`src/rtl/inv_sub_bytes_iter.sv`:
```
// Iterative AES inverse SubBytes: per-lane inverse affine, then x^254 over GF(2^8)
// computed in 7 square-and-multiply steps, with a valid/ready handshake on each side.
module inv_sub_bytes_iter #(
  parameter int unsigned NB = 16
) (
  input  logic            clk,
  input  logic            rst_n,
  input  logic            in_valid,
  output logic            in_ready,
  input  logic [8*NB-1:0] state_in,
  output logic            out_valid,
  input  logic            out_ready,
  output logic [8*NB-1:0] state_out
);

  typedef enum logic [1:0] {StIdle, StExp, StDone} state_e;

  // Shift-and-add multiply modulo x^8+x^4+x^3+x+1.
  function automatic logic [7:0] gf_mul(input logic [7:0] a, input logic [7:0] b);
    logic [7:0] r;
    logic [7:0] x;
    logic [7:0] m;
    r = 8'h00;
    x = a;
    m = b;
    for (int i = 0; i < 8; i++) begin
      if (m[0]) r = r ^ x;
      x = {x[6:0], 1'b0} ^ (x[7] ? 8'h1b : 8'h00);
      m = m >> 1;
    end
    return r;
  endfunction

  // b[i] = s[i+2] ^ s[i+5] ^ s[i+7] ^ c[i] (indices mod 8), as right rotations.
  function automatic logic [7:0] inv_affine(input logic [7:0] s);
    return {s[1:0], s[7:2]} ^ {s[4:0], s[7:5]} ^ {s[6:0], s[7]} ^ 8'h05;
  endfunction

  state_e     r_state;
  state_e     w_state_next;
  logic [2:0] r_cnt;
  logic [2:0] w_cnt_next;
  logic       w_load;
  logic       w_step;

  always_ff @(posedge clk or negedge rst_n) begin
    if (!rst_n) begin
      r_state <= StIdle;
      r_cnt   <= 3'd0;
    end else begin
      r_state <= w_state_next;
      r_cnt   <= w_cnt_next;
    end
  end

  always_comb begin
    w_state_next = r_state;
    w_cnt_next   = r_cnt;
    w_load       = 1'b0;
    w_step       = 1'b0;
    unique case (r_state)
      StIdle: begin
        if (in_valid) begin
          w_load       = 1'b1;
          w_cnt_next   = 3'd0;
          w_state_next = StExp;
        end
      end
      StExp: begin
        w_step     = 1'b1;
        w_cnt_next = r_cnt + 3'd1;
        if (r_cnt == 3'd6) w_state_next = StDone;
      end
      StDone: begin
        if (out_ready) w_state_next = StIdle;
      end
      default: w_state_next = StIdle;
    endcase
  end

  assign in_ready  = (r_state == StIdle);
  assign out_valid = (r_state == StDone);

  for (genvar g = 0; g < NB; g++) begin : g_lane
    logic [7:0] r_p;
    logic [7:0] r_acc;
    logic [7:0] w_sq;

    assign w_sq = gf_mul(r_p, r_p);

    // acc collects p^2, p^4, ... p^128, i.e. a^254 = a^-1 after seven steps.
    always_ff @(posedge clk or negedge rst_n) begin
      if (!rst_n) begin
        r_p   <= 8'h00;
        r_acc <= 8'h00;
      end else if (w_load) begin
        r_p   <= inv_affine(state_in[8*g +: 8]);
        r_acc <= 8'h01;
      end else if (w_step) begin
        r_p   <= w_sq;
        r_acc <= gf_mul(r_acc, w_sq);
      end
    end

    assign state_out[8*g +: 8] = r_acc;
  end

endmodule

```
`config.mk`:
```
export PLATFORM = sky130hd
export DESIGN_NAME = inv_sub_bytes_iter
export DESIGN_NICKNAME = d
export VERILOG_FILES = /design/src/rtl/inv_sub_bytes_iter.sv
export SDC_FILE = /design/constraint.sdc
export NUM_CORES = 2
export LEC_CHECK = 0
export ABC_AREA = 1
export CAP_MARGIN = 15
export CORE_ASPECT_RATIO = 1.2
export CORE_MARGIN = 5
export CORE_UTILIZATION = 40
export CTS_CLUSTER_SIZE = 12
export DETAILED_ROUTE_END_ITERATION = 7
export MAX_ROUTING_LAYER = met4
export PLACE_DENSITY = 0.62
export SLEW_MARGIN = 10
export SYNTH_ARGS = -nofsm -noshare
export SYNTH_HDL_FRONTEND = slang
export SYNTH_SLANG_ARGS = --single-unit
```
`constraint.sdc`:
```
create_clock -name clk -period 5.54 [get_ports clk]
set_input_delay 0.831 -clock clk [delete_from_list [all_inputs] [get_ports clk]]
set_output_delay 0.831 -clock clk [all_outputs]
set_load 0.1 [all_outputs]
```
==> out/summary.txt <==
yosys warns -> 0
largest net degree at the start of global routing -> 133
design area -> 0.0597 mm2
initial antenna violation count -> 1
Setup CP Type -> flop to flop
Tightest Pin Transition -> 1180 ps
area fraction in compound gates after synthesis -> 0.0422
endpoints failing hold -> 0
Placed Area -> 0.0583 mm2
Synth Area in Simple Gates -> 0.522
routed len/inst -> 14.7 um
clock latency on the worst-skew pair -> 620 ps
CTS sink count -> 261
die width -> 348 um
layout cell share with drive strength beyond 1 -> 0.0417
XOR/XNOR Fraction of Synth Area -> 0.183
row count -> 149
global-route wire length before repair -> 291,000 um
CP Data Required Time -> 6050 ps
hold_buf cts -> 0
Ant. Diodes -> 0
Final Max Slew Viols -> 0
H-tree depth -> 2
count of cell types in the netlist -> 42
setup tns final -> 0 ps
reg2reg setup slack -> 2030 ps
Mapped Area -> 0.0550 mm2
synthesized instance count -> 10,400
DP Wirelength -> 134,000 um
total grt overflow -> 0
met2 Usage GRT -> 0.426
# IOs -> 262
Achievable Freq -> 0.285 GHz
R2R Path Start -> g_lane[7].r_p[6]$_DFFE_PN0P_
final worst path period need -> 3510 ps
drt total wl -> 180,000 um
GRT met1 Usage -> 0.294
Final Setup Violations -> 0
Area growth syn-to-layout -> 8.60%
outcome -> finished clean
Worst EP arrival -> 4020 ps
GRT Overall Usage -> 0.245
post-CTS sizing -> 0
CTS tree -> built
RSZ-0062 raised after global routing -> false
vias in the first global route -> 57,700
DRC Markers -> 0
Via Count -> 62,200
sequential element share of the synthesized area -> 0.119
routability cong. -> 0.952
path type of the worst min-delay path -> primary input to asynchronous set/reset pin
EDFF count, synth -> 0
maxcap violations -> 0
clk slew on worst S/H paths -> 70 ps
Core Box Area -> 0.137 mm2
mux share of post-synthesis cell area -> 0
# port buffers -> 261
CP startpoint kind -> flop
largest family of logic cells by synthesized area -> simple AND/OR/NAND/NOR gates
path depth of the worst reg2reg path -> 23
asr flop ratio synth -> 1.00
FF-to-FF End -> g_lane[7].r_acc[4]$_DFFE_PN0P_
Num CTS Buffers -> 39
Slew HR -> 0.210
Post-Syn Nets -> 10,500
Synth Area in Adders -> 0.00410
Synth Area per Inst -> 5.30 um2
Clock Skew -> 27.1 ps
busiest grt layer -> met2
ANT nets after route -> 0
largest buffer count on any clock path -> 3
initial drt markers -> 4,028
Final #Nets -> 10,500
Die Area -> 0.145 mm2
#FFs+latches synth -> 261
vias per cell -> 5.08
final period utilization -> 0.634
Pre-Repair DR Iteration Count -> 7
Post CTS Setup Buffer Count -> 0
Clock Tree Root -> clkbuf_16
ys flop type -> dfrtp_1
M3 GR Usage -> 0.0241
CP Max Fanout -> 19
Die Y-Extent -> 416 um
Initial Util -> 0.401
crit path capture type -> flop
sequential cells by signal, summed over array words and instances (netlist names):
name / cells
g_lane.r_acc: 128
g_lane.r_p: 128
r_cnt: 3
r_state: 2
cell usage in the layout (no fill, tap or decap), drive strengths merged, types with 7 or more instances in the layout:
cell           Yosys  final
nand2           4764   4764
inv             1437   1441
nand3           1212   1212
nor2             681    681
xor2             647    647
xnor2            468    468
dfrtp            261    261
clkdlybuf4s50      0    256
o21ai            137    137
nand3b           127    127
o221ai           117    117
nand4             60     60
or2               54     54
clkbuf            98     47
a21oi             31     31
o21bai            24     24
o211ai            19     19
ha                18     18
buf              194     17
clkinv             4     15
nand2b             8      8
a221o              7      7
critical path, stage by stage (launching register included):
cell and delay, ps:
dfrtp_1 800, inv_2 220, nand2_1 150, nand2_1 60
nand2_1 80, nand2_1 260, nand2_1 180, nand2_1 70
nor2_2 120, nand2_1 60, nand2_1 60, nand2_1 50
nand2_1 400, nand2_1 190, xnor2_1 170, nand2_1 90
nand2_1 70, nand2_1 60, nand2_1 60, nand2_1 60
nand2_1 60, nand2_1 50, nand3_1 60, nand2_1 60
routing by layer:
| layer | up-vias | part of all wire |
|---|---|---|
| met5 | - | 0 |
| met2 | 1764 | 0.48 |
| li1 | 31800 | - |
| met4 | 0 | 0.037 |
| met3 | 383 | 0.053 |
| met1 | 28200 | 0.43 |
worst max path at each step:
stage	startpoint	endpoint	slack, ps	cells past startpoint
finish	g_lane[7].r_p[6]$_DFFE_PN0P_	g_lane[7].r_acc[4]$_DFFE_PN0P_	2030	23
global placement	in_valid	g_lane[12].r_p[3]$_DFFE_PN0P_	1910	7
detailed placement	in_valid	g_lane[13].r_p[7]$_DFFE_PN0P_	1880	7
floorplan	r_state[1]$_DFFE_PN0P_	g_lane[9].r_p[1]$_DFFE_PN0P_	2400	8
CTS	g_lane[4].r_acc[5]$_DFFE_PN0P_	state_out[37]	2070	1
global route	g_lane[7].r_p[6]$_DFFE_PN0P_	g_lane[7].r_acc[0]$_DFFE_PN0P_	1660	21
area by class of cell:
cell class              instances  area, um2
clock buffers                  47       1070
inverters                    1441       5430
clock inverters                23        285
multi-input cells            8383      41400
fillers                     14900      77300
flip-flops and latches        261       6530
repair buffers                273       2750
well taps                    1812       2270
cell usage after synthesis, types with 25 or more instances:
cell type | number | area, um2
nand2_1 | 4610 | 17300
inv_1 | 1342 | 5040
nand3_1 | 1206 | 6040
nor2_1 | 657 | 2470
xor2_1 | 629 | 5510
xnor2_1 | 444 | 3890
dfrtp_1 | 261 | 6530
nand2_2 | 150 | 938
nand3b_1 | 127 | 953
o221ai_1 | 117 | 1020
o21ai_0 | 107 | 536
clkbuf_1 | 97 | 364
buf_2 | 90 | 450
inv_2 | 90 | 338
buf_4 | 82 | 616
nand4_1 | 60 | 375
a21oi_1 | 31 | 155
o21ai_1 | 29 | 145
or2_1 | 27 | 169
or2_2 | 25 | 156
through the flow:
stage / utilization / instances / worst slack (ps) / hold slack [ps]
6_report: 0.436 / 12200 / 2030 / 126
5_1_grt: 0.436 / 12200 / 1660 / 99.4
4_1_cts: 0.436 / 12200 / 2070 / 70.4
3_5_place_dp: 0.426 / 12200 / 1880 / 466
3_3_place_gp: 0.426 / 12200 / 1910 / 457
2_1_floorplan: - / 10400 / 2400 / 434
logic make-up (layout without fill, tap and decap cells):
group	Yosys count	in the layout
AOI/OAI and AO/OA	344	344
xor gates and xnor gates	1115	1115
adders and majority gates	18	18
buffers and inverters	1733	1784
DFF	261	261
and+or+nand+nor	6906	6906
Power is not shown: default switching activity piles up to over one toggle a cycle in this logic, so the estimate is an artifact.
